===== config.mk =====
export PLATFORM = sky130hd
export DESIGN_NAME = hazard_scheduler
export DESIGN_NICKNAME = d
export VERILOG_FILES = /design/src/rtl/hazard_scheduler.sv
export SDC_FILE = /design/constraint.sdc
export NUM_CORES = 1
export LEC_CHECK = 0
export ABC_AREA = 1
export BUFFER_PORTS_ARGS = -buffer_cell sky130_fd_sc_hd__buf_4
export CAP_MARGIN = 20
export CORE_ASPECT_RATIO = 1.2
export CORE_MARGIN = 5
export CORE_UTILIZATION = 50
export CTS_BUF_LIST = sky130_fd_sc_hd__clkbuf_8
export CTS_CLUSTER_DIAMETER = 80
export DETAILED_ROUTE_END_ITERATION = 6
export PLACE_DENSITY = 0.82
export SYNTH_ARGS = -nofsm -noshare
export SYNTH_HDL_FRONTEND = slang
export SYNTH_SLANG_ARGS = --single-unit
export TNS_END_PERCENT = 30

===== constraint.sdc =====
create_clock -name clk -period 2.2 [get_ports clk]
set_clock_uncertainty 0.15 [all_clocks]
set_input_delay 0.11 -clock clk [delete_from_list [all_inputs] [get_ports clk]]
set_output_delay 0.11 -clock clk [all_outputs]
set_load 0.1 [all_outputs]

===== src/rtl/hazard_scheduler.sv =====
// hazard_scheduler
//   Pipeline hazard/redirect scheduler for the 19-bit-instruction five-stage core.
//   Tracks the writers in EX and MEM, stalls the ID instruction on register
//   RAW or flag hazards, accepts Controller redirects and squashes the
//   wrong-path ID slots that follow. It also keeps saturating stall/flush counters.
// Ports
//   clk        rising-edge clock
//   reset      asynchronous, active-low reset
//   id_valid   ID holds a real instruction
//   id_instr   instruction in ID
//   pc_mux     Controller PC select; nonzero means redirect
//   stall      hold PC and IF/ID this cycle (combinational)
//   bubble_ex  load a NOP into ID/EX this cycle (combinational)
//   flush_if   clear IF/ID at next edge (combinational)
//   squash_id  ID instruction is wrong-path (combinational from state)
//   stall_cnt  stall cycles, saturating
//   flush_cnt  accepted redirects, saturating
module hazard_scheduler #(
    parameter int unsigned INSTR_W      = 19,
    parameter int unsigned REG_AW       = 3,
    parameter int unsigned FLUSH_CYCLES = 1,
    parameter int unsigned R0_ZERO      = 1,
    parameter int unsigned CNT_W        = 16
) (
    input  logic               clk,
    input  logic               reset,
    input  logic               id_valid,
    input  logic [INSTR_W-1:0] id_instr,
    input  logic [1:0]         pc_mux,
    output logic               stall,
    output logic               bubble_ex,
    output logic               flush_if,
    output logic               squash_id,
    output logic [CNT_W-1:0]   stall_cnt,
    output logic [CNT_W-1:0]   flush_cnt
);

    localparam int unsigned OP_W   = 5;
    localparam int unsigned SQ_W   = 3;
    localparam int unsigned RD_LSB = 11;
    localparam int unsigned RS_LSB = 8;
    localparam int unsigned RT_LSB = 5;

    typedef struct packed {
        logic              v;
        logic [REG_AW-1:0] rd;
        logic              wr;
        logic              wf;
    } sb_entry_t;

    typedef enum logic [1:0] {
        ST_RUN   = 2'd0,
        ST_STALL = 2'd1,
        ST_FLUSH = 2'd2
    } state_t;

    state_t            state;
    logic [SQ_W-1:0]   sq;
    sb_entry_t         sb_ex;
    sb_entry_t         sb_mem;

    logic [OP_W-1:0]   op;
    logic [REG_AW-1:0] f_rd;
    logic [REG_AW-1:0] f_rs;
    logic [REG_AW-1:0] f_rt;
    logic              d_wr;
    logic              d_wf;
    logic              use_rs;
    logic              use_rt;
    logic              use_rd;
    logic              use_fl;
    logic              raw;
    logic              flag_hz;
    logic              eff_valid;
    sb_entry_t         dec;

    assign op   = id_instr[INSTR_W-1 -: OP_W];
    assign f_rd = id_instr[RD_LSB +: REG_AW];
    assign f_rs = id_instr[RS_LSB +: REG_AW];
    assign f_rt = id_instr[RT_LSB +: REG_AW];

    // Instruction class decode: which registers/flags ID reads and writes.
    always_comb begin
        d_wr   = 1'b0;
        d_wf   = 1'b0;
        use_rs = 1'b0;
        use_rt = 1'b0;
        use_rd = 1'b0;
        use_fl = 1'b0;
        if (!op[4]) begin
            // ALU: op[3] set selects the immediate form, which has no rt read.
            d_wr   = 1'b1;
            d_wf   = 1'b1;
            use_rs = 1'b1;
            use_rt = ~op[3];
        end else begin
            case (op[3:2])
                2'b00: begin
                    use_rs = 1'b1;
                    if (op[0]) begin
                        use_rd = 1'b1;          // STM reads its data register
                    end else begin
                        d_wr = 1'b1;            // LDM
                    end
                end
                2'b01: use_fl = 1'b1;           // branch
                2'b10: begin                    // shift
                    d_wr   = 1'b1;
                    d_wf   = 1'b1;
                    use_rs = 1'b1;
                end
                default: ;                      // JMP/JSB/RET: no register hazards
            endcase
        end
    end

    // A scoreboard entry matches a source when it is a live register writer.
    function automatic logic hits(input sb_entry_t e, input logic [REG_AW-1:0] r);
        logic r0_free;
        r0_free = (R0_ZERO != 0) && (e.rd == '0);
        return e.v & e.wr & (e.rd == r) & ~r0_free;
    endfunction

    always_comb begin
        raw = (use_rs & (hits(sb_ex, f_rs) | hits(sb_mem, f_rs))) |
              (use_rt & (hits(sb_ex, f_rt) | hits(sb_mem, f_rt))) |
              (use_rd & (hits(sb_ex, f_rd) | hits(sb_mem, f_rd)));
        // Flags are produced at the end of EX, so only an EX flag writer blocks.
        flag_hz = use_fl & sb_ex.v & sb_ex.wf;
    end

    // Hazard outputs; everything is forced low while reset is held.
    always_comb begin
        squash_id = reset & (state == ST_FLUSH);
        eff_valid = reset & id_valid & ~squash_id;
        stall     = eff_valid & (raw | flag_hz);
        bubble_ex = stall | squash_id;
        flush_if  = eff_valid & ~stall & (pc_mux != 2'b00);
    end

    always_comb begin
        dec    = '0;
        dec.v  = 1'b1;
        dec.rd = f_rd;
        dec.wr = d_wr;
        dec.wf = d_wf;
    end

    // EX/MEM writer scoreboard; stalled or squashed slots enter EX as empty.
    always_ff @(posedge clk or negedge reset) begin
        if (!reset) begin
            sb_ex  <= '0;
            sb_mem <= '0;
        end else begin
            sb_mem <= sb_ex;
            sb_ex  <= (id_valid & ~stall & ~squash_id) ? dec : '0;
        end
    end

    // Sequencing FSM with wrong-path squash counter.
    always_ff @(posedge clk or negedge reset) begin
        if (!reset) begin
            state <= ST_RUN;
            sq    <= '0;
        end else begin
            case (state)
                ST_RUN, ST_STALL: begin
                    if (stall) begin
                        state <= ST_STALL;
                    end else if (flush_if) begin
                        state <= ST_FLUSH;
                        sq    <= SQ_W'(FLUSH_CYCLES);
                    end else begin
                        state <= ST_RUN;
                    end
                end
                ST_FLUSH: begin
                    sq <= sq - SQ_W'(1);
                    if (sq == SQ_W'(1)) begin
                        state <= ST_RUN;
                    end
                end
                default: state <= ST_RUN;
            endcase
        end
    end

    // Saturating performance counters.
    always_ff @(posedge clk or negedge reset) begin
        if (!reset) begin
            stall_cnt <= '0;
            flush_cnt <= '0;
        end else begin
            if (stall && (stall_cnt != '1)) begin
                stall_cnt <= stall_cnt + CNT_W'(1);
            end
            if (flush_if && (flush_cnt != '1)) begin
                flush_cnt <= flush_cnt + CNT_W'(1);
            end
        end
    end

    // Immediate/function bits and the MEM flag bit play no part in hazards.
    logic unused_bits;
    assign unused_bits = ^{id_instr[RT_LSB-1:0], sb_mem.wf};

endmodule

Word-level counts from Yosys, hierarchy flattened

Index checks and enable logic that the tools add are counted.

Register bits after elaboration: 48
Output and inout bits: 36
Logic and storage cells: 101

$add $sub $neg: 3
Equal/unequal tests: 16
Multiplexer cells: 21
Bitwise operators: 39
Reduce and logical (&&, ||, !) cells: 11

Operators with widths:

| cell                    | number |
|---|---|
| $add A16 B1 Y16 const B | 2 |
| $ne A16 B16 Y1 const B  | 2 |
| $and A1 B1 Y1           | 27 |
| $eq A3 B3 Y1            | 6 |
| $mux W1                 | 12 |
| $or A1 B1 Y1            | 7 |
| $logic_not A3 Y1        | 2 |
| $mux W2                 | 3 |
| $mux W3                 | 2 |
| $mux W6                 | 1 |
| $pmux W3 S2             | 1 |
| $not A1 Y1              | 5 |
| $eq A2 B1 Y1 const B    | 2 |
| $eq A2 B2 Y1 const B    | 2 |
| $logic_not A2 Y1        | 2 |
| $ne A2 B2 Y1 const B    | 2 |
| $pmux W2 S2             | 1 |
| $reduce_bool A2 Y1      | 2 |
| $reduce_or A2 Y1        | 2 |
| $eq A3 B1 Y1 const B    | 1 |
| $reduce_and A3 Y1       | 1 |
| $sub A3 B1 Y3 const B   | 1 |
| $logic_and A1 B1 Y1     | 2 |
| $ne A2 B1 Y1 const B    | 1 |
| $pmux W1 S2             | 1 |

Longest topological paths before layout

Gate-level depths: netlist of the first run.

Depth in word-level cells: 15
Gate-level depth with buffers: 14

Worst setup path after synthesis of the first run

OpenSTA, ideal clock, no wires.

Path type: reg-to-output
Start: register state[1]
End: output bubble_ex
Data arrival time: 2.812 ns
Data required time: 1.940 ns
Setup slack: -0.872 ns
Stages on the path, launching flop included: 7
Path through: dfrtp_1 inv_1 nor2_1 inv_1 nor2_1 inv_1 nand2_1

Word-level cells in the longest chain between the ends: 6

Ends and longest elaborated chain:

| item                   | RTL line | source |
|---|---|---|
| from (decl)            | 57       | `state_t state;` |
| from (signal assigned) | 163      | `state <= ST_RUN;` |
| from (signal assigned) | 169      | `state <= ST_STALL;` |
| from (signal assigned) | 171      | `state <= ST_FLUSH;` |
| $eq A2 B2 Y1 *         | 134      | `squash_id = reset & (state == ST_FLUSH);` |
| $and A1 B1 Y1 *        | 134      |  |
| via squash_id          | 33       | `output logic squash_id,` |
| $not A1 Y1             | 135      | `eff_valid = reset & id_valid & ~squash_id;` |
| $and A1 B1 Y1          | 135      |  |
| $and A1 B1 Y1          | 136      | `stall = eff_valid & (raw \| flag_hz);` |
| $or A1 B1 Y1 *         | 137      | `bubble_ex = stall \| squash_id;` |
| to (decl)              | 31       | `output logic bubble_ex,` |

Mark *: on every way through the listed nets, which the timed path passes. The rest lies on a longest branch.

Worst setup path after layout of the first run

Start: register sb_mem[2] (netlist name)
End: output flush_if

Word-level cells in the longest chain between the ends: 12

Ends and longest elaborated chain:

| item                                                    | RTL line | source |
|---|---|---|
| from (decl)                                             | 60       | `sb_entry_t sb_mem;` |
| from (signal assigned)                                  | 153      | `sb_mem <= '0;` |
| from (signal assigned)                                  | 155      | `sb_mem <= sb_ex;` |
| $eq A3 B3 Y1 / $logic_not A3 Y1 (equally long branches) | 121, 120 |  |
| $and A1 B1 Y1 / $not A1 Y1 (equally long branches)      | 121      | `return e.v & e.wr & (e.rd == r) & ~r0_free;` |
| $and A1 B1 Y1                                           | 121      |  |
| $or A1 B1 Y1 (on tied branches)                         | 125, 126 |  |
| $and A1 B1 Y1 (on tied branches)                        | 125, 126 |  |
| $or A1 B1 Y1                                            | 125      | `raw = (use_rs & (hits(sb_ex, f_rs) \| hits(sb_mem, f_rs))) \|` |
| $or A1 B1 Y1 *                                          | 126      | `(use_rt & (hits(sb_ex, f_rt) \| hits(sb_mem, f_rt))) \|` |
| $or A1 B1 Y1 *                                          | 136      |  |
| $and A1 B1 Y1 *                                         | 136      |  |
| $not A1 Y1 *                                            | 138      | `flush_if = eff_valid & ~stall & (pc_mux != 2'b00);` |
| $and A1 B1 Y1 * (2 in series)                           | 138      |  |
| to (decl)                                               | 32       | `output logic flush_if,` |

Mark *: on every way between the ends. The rest lies on a longest branch, timed or not.

==> summary.md, run 1 <==
| Metric | Value |
|---|---|
| Status | complete, no violations |
| Worst setup margin | between 0.1 and 0.15 ns |
| Post-synthesis cell area | 0.00300 mm2 |
| Maximum fanout encountered on the critical timing path | 5 |
| Number of library cell types mapped by synthesis | 27 |
| Dominant register cell in the synthesized netlist | dfrtp_1 |
| Dpl ws | 0.123 ns |
| Unrepaired setup endpoints after global routing | yes |
| Global-route wire length before repair | ~12000 um |
| Count of synthesis-stage warnings from yosys | 0 |
| Asr flop ratio synth | 1.00 |
| Worst Hold Slack | 0.0369 ns |
| Post-synth net total | 442 |
| Aggregate routed wire length | 6700 um |
| Reg-to-reg endpoint | stall_cnt[12] |
| Util after Layout | 0.645 |
| Crit end category | output port |
| Number of optimization iterations in the first detailed-route pass | 4 |
| Launch point of the worst reg-to-reg path | sb_ex[2] |
| Synthesis-to-layout area growth | 27.5% |
| Pins Over Slew Limit | 0 |
| Final setup viols | 0 |
| Sum of overflow across all layers after global routing | 0 |
| PwrDens | 679 mW/mm2 |
| Worst setup path end | flush_if |
| Final Critical Period | approximately 2.1 ns |
| Clock net sink count | 48 |
| Maximum buffer depth of the clock tree | 2 |
| Sequential area share after synthesis | 0.400 |
| Root buffer cell | clkbuf_8 |
| Worst slew pin tran | 0.611 ns |
| Core area | 0.00593 mm2 |
| Number of global-route vias before repair | 2737 |
| Port buffer count | 53 |
| Worst setup path class | flip-flop to output port |
| Arrival time of the worst setup path | 1.81 ns |
| Cts bufs inserted | 5 |
| DRT antenna net count | 0 |
| Final instance count without filler cells | 566 |
| Post-detailed-placement cell area | 0.00356 mm2 |
| Critical path required time | 1.94 ns |
| Setup crit start | sb_mem[2] |
| Clk_lat worst skew | 0.29 ns |
| Proportion of layout cells with a drive suffix above 1 | 0.269 |
| Top-Level Pins | 60 |
| Routed wire length per instance | roughly 12 um |
| Ant diodes | 0 |
| Residual DRC count | 0 |
| Clk pin slew, worst setup/hold paths | ~0.090 ns |
| Remaining max-slew budget at the tightest pin | 0.593 |
| Number of nets in the layout | 511 |
| Vias | ~2800 |
| Row cnt | 31 |
| Number of inserted filler cells in the final layout | 544 |
| All-Layer GR Usage | 0.186 |
| Final weighted congestion in routability-driven placement | 0.912 |
| Detailed-placement wirelength estimate | around 4900 um |
| Number of hold-slack violations in the final timing report | 0 |
| Initial standard-cell utilization of the core | 0.506 |
| Placed Cells | 546 |
| Yosys reg bits | 48 |
| Initial antenna violation count | 0 |
| Peak supply drop | 0.970 mV |
| CTS tree | done |
| Die height | 94.9 um |
| Count of mapped cells out of synthesis | about 410 |
| Setup crit start kind | flip-flop |
| Die area | approximately 0.0077 mm2 |
| Number of cells traversed by the worst hold path | 4 |
| Worst-case register-to-register setup slack | 0.15 ns |
| Worst Hold Launch | id_instr[16] |
| Pin count of the biggest net entering global routing | 49 |
| Routed vias/inst | 4.87 |
| DR iter-0 viols | between 100 and 150 |
| Die Width | 80.7 um |
| Max Freq | 0.483 GHz |
| Share of the cycle needed by the critical path after routing | 0.940 |
| H-Tree Level Count | 2 |
| Number of enable-type register cells in the synthesized netlist | 0 |
| Maximum capacitance violations | 0 |
| Total non-filler cell area in the finished layout | 0.00382 mm2 |
| Worst hold path type | input pin to flip-flop |
| Avg Cell Area, Syn | 7.25 um2 |
| Number of cells on the worst reg-to-reg path | 14 |
| Leakage component of the power | approximately 0.0018 uW |
-- logic make-up after synthesis --
logic type                 after synthesis  synth area share
AOI/OAI and AO/OA                       20            0.0334
xor gates and xnor gates                32            0.0934
adders and majority gates                4            0.0167
buffers and inverters                   67            0.0938
DFF                                     48             0.400
and+or+nand+nor                        243             0.362
-- critical path, stage by stage, from the launching register on --
cell and delay (ns):
dfrtp_1 0.43, inv_2 0.11, nand2_4 0.06, nor2_4 0.10
nor2_1 0.05, nand2_1 0.07, nand2_1 0.05, nand2_1 0.08
nand2_2 0.08, nor2_4 0.17, nand2_2 0.07, inv_2 0.08
buf_12 0.17
-- timing repair --
| action | in CTS | in global routing |
|---|---|---|
| endpoints found under the hold margin | 52 | 0 |
| pin swaps | 1 | 4 |
| resized for setup | 4 | 22 |
| hold buffers | 5 | 0 |
| buffers inserted | 2 | 5 |
| endpoints found under the setup margin | 3 | 26 |
-- state kept, by name, indices dropped and copies added, names as in the netlist --
register / flops
state: 2
sb_ex: 6
flush_cnt: 16
sb_mem: 5
stall_cnt: 16
sq: 3
-- worst min-delay path by stage --
stage / to / slack, ns
5_1_grt: sb_ex[1] / 0.05
4_1_cts: sb_ex[0] / 0.03
2_1_floorplan: flush_cnt[10] / -0.34
6_report: sb_ex[0] / 0.04
3_5_place_dp: stall_cnt[14] / 0.15
3_3_place_gp: stall_cnt[14] / 0.15
-- through the flow --
stage / TNS, ns / power [uW]
3_3_place_gp: 0 / 2020
6_report: 0 / 2600
2_1_floorplan: -0.222 / 1830
4_1_cts: -0.0128 / 2580
5_1_grt: -0.264 / 2760
3_5_place_dp: 0 / 2070
-- layer usage --
metal,wire length [um],up-vias,GRT usage
met5,0,-,0
met2,3460,51,0.341
li1,-,1415,-
met3,297,8,0.0372
met1,2810,1283,0.212
met4,132,0,0.0676
-- cells in the final DEF (no fill, tap or decap), types with 6 or more instances in the layout --
master,n
nand2_1,126
buf_4,59
inv_1,56
nand3_1,40
nor2_1,36
dfrtp_2,24
xor2_1,19
o21ai_0,17
dfrtp_1,17
xnor2_1,13
nor3_1,12
nand2_2,7
dfrtp_4,7
nor2_4,6
inv_2,6
-- Yosys cell counts, types with 2 or more instances --
library cell / n / area, um2
inv_2: 2 / 7.51
nand4_1: 3 / 18.8
inv_1: 58 / 218
clkbuf_1: 2 / 7.51
dfrtp_1: 48 / 1200
a21oi_1: 2 / 10.0
nand3_1: 40 / 200
xor2_1: 19 / 166
nor4_1: 2 / 12.5
nor3_1: 13 / 65.1
nor2_1: 39 / 146
xnor2_1: 13 / 114
o21ai_0: 18 / 90.1
buf_2: 2 / 10.0
nand2_2: 3 / 18.8
nand3b_1: 3 / 22.5
nor2_4: 3 / 33.8
nand2_1: 131 / 492
or2_2: 2 / 12.5
ha_1: 4 / 50.1
-- final cells by class --
type                            count  area, um2  area share
Clock buffer                        5       68.8      0.0180
Sequential cell                    48       1260       0.329
Tap cell                           82        103      0.0268
Multi-Input combinational cell    299       1580       0.413
Timing Repair Buffer               69        579       0.151
Clock inverter                      3       12.5     0.00327
Inverter                           60        225      0.0589
-- report_power, final --
group / internal [uW] / total (uW) / switching [uW]
combinational: 290 / 980 / 690
sequential: 1000 / 1120 / 119
clock: 214 / 493 / 278
No activity file was read; power rests on OpenSTA's default activity.
==> inputs of run 2 (changes only) <==
--- a/config.mk
+++ b/config.mk
@@ -6,7 +6,6 @@
 export NUM_CORES = 1
 export LEC_CHECK = 0
 export ABC_AREA = 1
-export BUFFER_PORTS_ARGS = -buffer_cell sky130_fd_sc_hd__buf_4
 export CAP_MARGIN = 20
 export CORE_ASPECT_RATIO = 1.2
 export CORE_MARGIN = 5
@@ -14,7 +13,8 @@
 export CTS_BUF_LIST = sky130_fd_sc_hd__clkbuf_8
 export CTS_CLUSTER_DIAMETER = 80
 export DETAILED_ROUTE_END_ITERATION = 6
-export PLACE_DENSITY = 0.82
+export DONT_BUFFER_PORTS = 1
+export PLACE_DENSITY = 0.73
 export SYNTH_ARGS = -nofsm -noshare
 export SYNTH_HDL_FRONTEND = slang
 export SYNTH_SLANG_ARGS = --single-unit
==> summary.md, run 2 (same netlist as run 1, synthesis figures left out) <==
| Metric | Value |
|---|---|
| Status | complete, no violations |
| Sequential standard cell area | 0.00126 mm2 |
| Row cnt | 31 |
| Worst slew pin tran | 0.347 ns |
| Family with the most delay on the worst path | simple AND/OR/NAND/NOR gates |
| Top-Level Pins | 60 |
| Aggregate routed wire length | between 6000 and 7000 um |
| H-Tree Level Count | 2 |
| Sum of overflow across all layers after global routing | 0 |
| Setup crit start kind | flip-flop |
| Die height | 94.9 um |
| Root buffer cell | clkbuf_8 |
| Number of global-route vias before repair | approximately 2500 |
| Number of optimization iterations in the first detailed-route pass | 4 |
| Area of combinational cells with multiple inputs | 0.00156 mm2 |
| Largest registers | flush_cnt: 16 flops, stall_cnt: 16 flops, sb_ex: 6 flops |
| Residual DRC count | 0 |
| Die area | 0.00766 mm2 |
| Share of the cycle needed by the critical path after routing | 0.989 |
| Final weighted congestion in routability-driven placement | between 0.8 and 0.9 |
| Cell type of the slowest stage on the worst timing path | dfrtp_1 |
| DRT antenna net count | 0 |
| Routed vias/inst | 4.84 |
| Number of inserted filler cells in the final layout | ~550 |
| Final TNS setup | 0 ns |
| Worst setup margin | approximately 0.024 ns |
| Die Width | 80.7 um |
| Maximum buffer depth of the clock tree | 2 |
| Number of hold-slack violations in the final timing report | 0 |
| Critical path required time | 1.94 ns |
| CTS tree | done |
| Crit end category | output port |
| Ordered cell list for the critical path | buf_6, nor2_1, nand2_1, nand2_1, nand3_1, nand2_1, nand2_1, nand2_2, nor2_4, nor2_4, buf_6, buf_12 |
| Clk pin slew, worst setup/hold paths | 0.08 ns |
| Synthesis-to-layout area growth | 24.9% |
| Maximum capacitance violations | 0 |
| Maximum fanout encountered on the critical timing path | 5 |
| Arrival time of the worst setup path | ~1.9 ns |
| Final setup viols | 0 |
| All-Layer GR Usage | 0.182 |
| Max Freq | approximately 0.46 GHz |
| Pins Over Slew Limit | 0 |
| Remaining max-slew budget at the tightest pin | 0.767 |
| Proportion of layout cells with a drive suffix above 1 | 0.236 |
| Clock net sink count | 48 |
| Peak supply drop | 1.05 mV |
| Delay of the slowest cell on the worst path | 0.44 ns |
| Most frequent cells in the layout | nand2_1 (127), inv_1 (56), buf_4 (40), nand3_1 (39), nor2_1 (35) |
| Final Critical Period | ~2.2 ns |
| Detailed-placement wirelength estimate | 4850 um |
| Ant diodes | 0 |
| Initial standard-cell utilization of the core | 0.506 |
| PwrDens | slightly below 700 mW/mm2 |
| Vias | 2678 |
| Worst hold path type | input pin to flip-flop |
| Buf/Inv on CP | 3 |
| Port buffer count | 0 |
| Clk_lat worst skew | around 0.30 ns |
| DR iter-0 viols | 97 |
| Initial antenna violation count | 0 |
| Library cell appearing most often on the critical path | nand2_1 |
| Unrepaired setup endpoints after global routing | yes |
| Pin count of the biggest net entering global routing | slightly below 50 |
| Cts bufs inserted | 5 |
| Core area | a little under 0.006 mm2 |
| Dpl ws | 0.203 ns |
| Number of nets in the layout | 498 |
| Global-route wire length before repair | around 11000 um |
| Worst setup path class | flip-flop to output port |
| Leakage component of the power | 0.00178 uW |
| Commonest non-fill, non-tap cell in the layout | nand2_1 |
| Routed wire length per instance | 12.3 um |
-- run 2: area by class of cell --
class | instances | area share
Multi-Input combinational cell | 299 | 0.417
Timing Repair Buffer | 56 | 0.139
Tap cell | 82 | 0.0274
Clock inverter | 3 | 0.00334
Inverter | 60 | 0.0601
Sequential cell | 48 | 0.335
Clock buffer | 5 | 0.0184
-- run 2: layer usage --
metal / up-vias / routed length, um / GRT usage
met5: - / 0 / 0
met4: 0 / 38 / 0.0592
met3: 2 / 309 / 0.0391
met2: 53 / 3520 / 0.327
met1: 1235 / 2910 / 0.212
li1: 1388 / - / -
-- run 2: tightest hold or removal path, cell delays in order --
cell and delay (ns):
inv_1 0.09, nor3_1 0.08, o21ai_1 0.13, nor2_1 0.07
-- run 2: path summary, 6_finish.rpt --
kind | start | to | slack [ns] | cells past startpoint
min | reset | state[0] | 0.07 | 4
min in group asynchronous | reset | stall_cnt[7] | 0.16 | 2
max in group asynchronous | reset | flush_cnt[0] | 1.48 | 2
max | sb_mem[3] | stall | 0.02 | 12
min reg2reg | sb_ex[1] | sb_mem[1] | 0.23 | 0
max reg2reg | stall_cnt[1] | stall_cnt[5] | 0.18 | 8
-- run 2: repair_timing --
item                                    CTS  global route
setup buffers                             0             4
endpoints found under the hold margin    55             0
hold buffers                             10             0
endpoints found under the setup margin    2             3
resized for setup                         3            14
pin swaps                                 0             9
-- run 2: power breakdown --
| part | internal (uW) | total, uW | switching [uW] |
|---|---|---|---|
| registers | 1000 | 1100 | 98.5 |
| clock network | 215 | 508 | 293 |
| logic | 277 | 964 | 687 |
-- run 2: stage by stage --
step | cell area (um2) | power (uW) | hold slack [ns] | cells | utilization
4_1_cts | 3690 | 2590 | 0.0710 | 549 | 0.622
3_3_place_gp | 3480 | 2000 | -0.334 | 531 | 0.587
3_5_place_dp | 3480 | 2030 | -0.334 | 531 | 0.587
2_1_floorplan | 3080 | 1830 | -0.336 | 414 | -
5_1_grt | 3750 | 2730 | 0.105 | 553 | 0.631
6_report | 3750 | 2570 | 0.0742 | 553 | 0.631
==> inputs of run 3 (changes only) <==
--- a/config.mk
+++ b/config.mk
@@ -7,14 +7,17 @@
 export LEC_CHECK = 0
 export ABC_AREA = 1
 export CAP_MARGIN = 20
+export CELL_PAD_IN_SITES_DETAIL_PLACEMENT = 1
+export CELL_PAD_IN_SITES_GLOBAL_PLACEMENT = 2
 export CORE_ASPECT_RATIO = 1.2
 export CORE_MARGIN = 5
-export CORE_UTILIZATION = 50
+export CORE_UTILIZATION = 37
 export CTS_BUF_LIST = sky130_fd_sc_hd__clkbuf_8
 export CTS_CLUSTER_DIAMETER = 80
 export DETAILED_ROUTE_END_ITERATION = 6
 export DONT_BUFFER_PORTS = 1
-export PLACE_DENSITY = 0.73
+export HOLD_SLACK_MARGIN = 0.15
+export PLACE_DENSITY = 0.9
 export SYNTH_ARGS = -nofsm -noshare
 export SYNTH_HDL_FRONTEND = slang
 export SYNTH_SLANG_ARGS = --single-unit
==> summary.md, run 3 (same netlist as run 1, synthesis figures left out) <==
| Metric | Value |
|---|---|
| Status | complete, no violations |
| Final TNS setup | 0 ns |
| Top-Level Pins | 60 |
| CTS tree | done |
| Met1 global-route usage | 0.203 |
| Maximum capacitance violations | 0 |
| Leakage component of the power | between 0.0015 and 0.002 uW |
| Die area | 0.0100 mm2 |
| Final weighted congestion in routability-driven placement | 0.814 |
| GR Layer Usage met2 | 0.318 |
| Remaining max-slew budget at the tightest pin | 0.731 |
| Sum of overflow across all layers after global routing | 0 |
| Setup crit start kind | flip-flop |
| Root buffer cell | clkbuf_8 |
| Synthesis-to-layout area growth | 29.8% |
| Worst hold path type | input pin to flip-flop |
| Final setup viols | 0 |
| Final Critical Period | between 2 and 2.5 ns |
| Initial antenna violation count | 0 |
| Worst Hold Slack | 0.142 ns |
| Port buffer count | 0 |
| Largest registers | flush_cnt: 16 flops, stall_cnt: 16 flops, sb_ex: 6 flops |
| Residual DRC count | 0 |
| Proportion of layout cells with a drive suffix above 1 | 0.251 |
| Unrepaired setup endpoints after global routing | yes |
| Met3 capacity usage during global routing | 0.0373 |
| Share of the cycle needed by the critical path after routing | 0.974 |
| Detailed-placement wirelength estimate | 6000 um |
| Max Freq | approximately 0.47 GHz |
| DR iter-0 viols | 77 |
| Pins Over Slew Limit | 0 |
| Global routing's busiest layer | met2 |
| Row cnt | 36 |
| Aggregate routed wire length | around 8500 um |
| Critical path required time | 1.94 ns |
| Pin count of the biggest net entering global routing | 49 |
| Worst setup path class | flip-flop to output port |
| Clk_lat worst skew | 0.31 ns |
| Clk pin slew, worst setup/hold paths | 0.09 ns |
| Initial standard-cell utilization of the core | 0.374 |
| Die height | 109 um |
| Clock net sink count | 48 |
| Util after Layout | 0.486 |
| Number of global-route vias before repair | 3036 |
| Die Width | 92.2 um |
| Routed wire length per instance | 14.8 um |
| DRT antenna net count | 0 |
| Vias | 2793 |
| Number of hold-slack violations in the final timing report | 0 |
| Number of optimization iterations in the first detailed-route pass | 4 |
| H-Tree Level Count | 2 |
| Number of inserted filler cells in the final layout | about 1000 |
| Routed vias/inst | about 4.9 |
| Commonest non-fill, non-tap cell in the layout | nand2_1 |
| Crit end category | output port |
| Ant diodes | 0 |
| Maximum fanout encountered on the critical timing path | 4 |
| Number of nets in the layout | 502 |
| PwrDens | 710 mW/mm2 |
| Most frequent cells in the layout | nand2_1 (123), inv_1 (58), buf_4 (39), nand3_1 (38), nor2_1 (34) |
| All-Layer GR Usage | 0.177 |
| Maximum buffer depth of the clock tree | 2 |
| Global-route wire length before repair | 14100 um |
| Peak supply drop | 0.706 mV |
| Worst slew pin tran | about 0.4 ns |
| Core area | around 0.0080 mm2 |
| Cts bufs inserted | 5 |
| Arrival time of the worst setup path | 1.88 ns |
-- run 3: cell types whose count changed in the layout (fill, tap and decap cells not counted), sizes merged --
cell,delta
dlygate4sd3,+1
bufinv,+1
buf,+2
clkinv,-1
dlymetal6s4s,+1
-- run 3: layer usage --
metal | wire, um | share of wire
met1 | 3480 | 0.41
met2 | 4480 | 0.53
met3 | 318 | 0.038
met4 | 176 | 0.021
met5 | 0 | 0
-- run 3: final timing paths --
check	startpoint	end	slack (ns)	depth (start not counted)
min	id_instr[16]	state[1]	0.14	6
max reg2reg	stall_cnt[1]	stall_cnt[1]	0.14	8
max in group asynchronous	reset	flush_cnt[0]	1.29	4
max	sb_ex[4]	flush_if	0.06	12
min in group asynchronous	reset	stall_cnt[9]	0.34	4
min reg2reg	sb_ex[1]	sb_mem[1]	0.22	0
-- run 3: cell type report --
cell class                      count  area (um2)  area share
Timing Repair Buffer               60         593       0.152
Inverter                           60         228      0.0585
Clock buffer                        5        68.8      0.0177
Sequential cell                    48        1260       0.323
Clock inverter                      3        37.5     0.00964
Multi-Input combinational cell    299        1590       0.409
Tap cell                           95         119      0.0305
-- run 3: metrics by stage --
step / area, um2 / worst slack [ns] / total power [uW] / cells
2_1_floorplan: 3080 / -0.0227 / 1830 / 414
4_1_cts: 3790 / -0.00930 / 2770 / 566
5_1_grt: 3890 / -0.0894 / 2940 / 570
6_report: 3890 / 0.0563 / 2770 / 570
3_3_place_gp: 3470 / 0.186 / 2010 / 543
3_5_place_dp: 3470 / 0.158 / 2050 / 543
-- run 3: where the power goes --
group	switching (uW)	internal, uW
registers	83.3	1000
clock network	314	332
logic	735	298
-- run 3: critical path: stages (launching register included) --
cell and delay [ns]:
dfrtp_1 0.43, inv_2 0.11, nand2_2 0.07, nor2_2 0.12, inv_1 0.06, nand3_2 0.07, nand2_1 0.05, nand2_1 0.07
nand2_2 0.08, nor2_4 0.19, nand2_2 0.07, inv_2 0.09, buf_12 0.17
-- run 3: repair_timing --
| action | 4_1_cts | 5_1_grt |
|---|---|---|
| gates resized for setup | 7 | 25 |
| hold buffers | 14 | 0 |
| pin swaps | 1 | 9 |
| endpoints found under the setup margin | 3 | 34 |
| setup buffers | 1 | 4 |
| endpoints found under the hold margin | 57 | 0 |
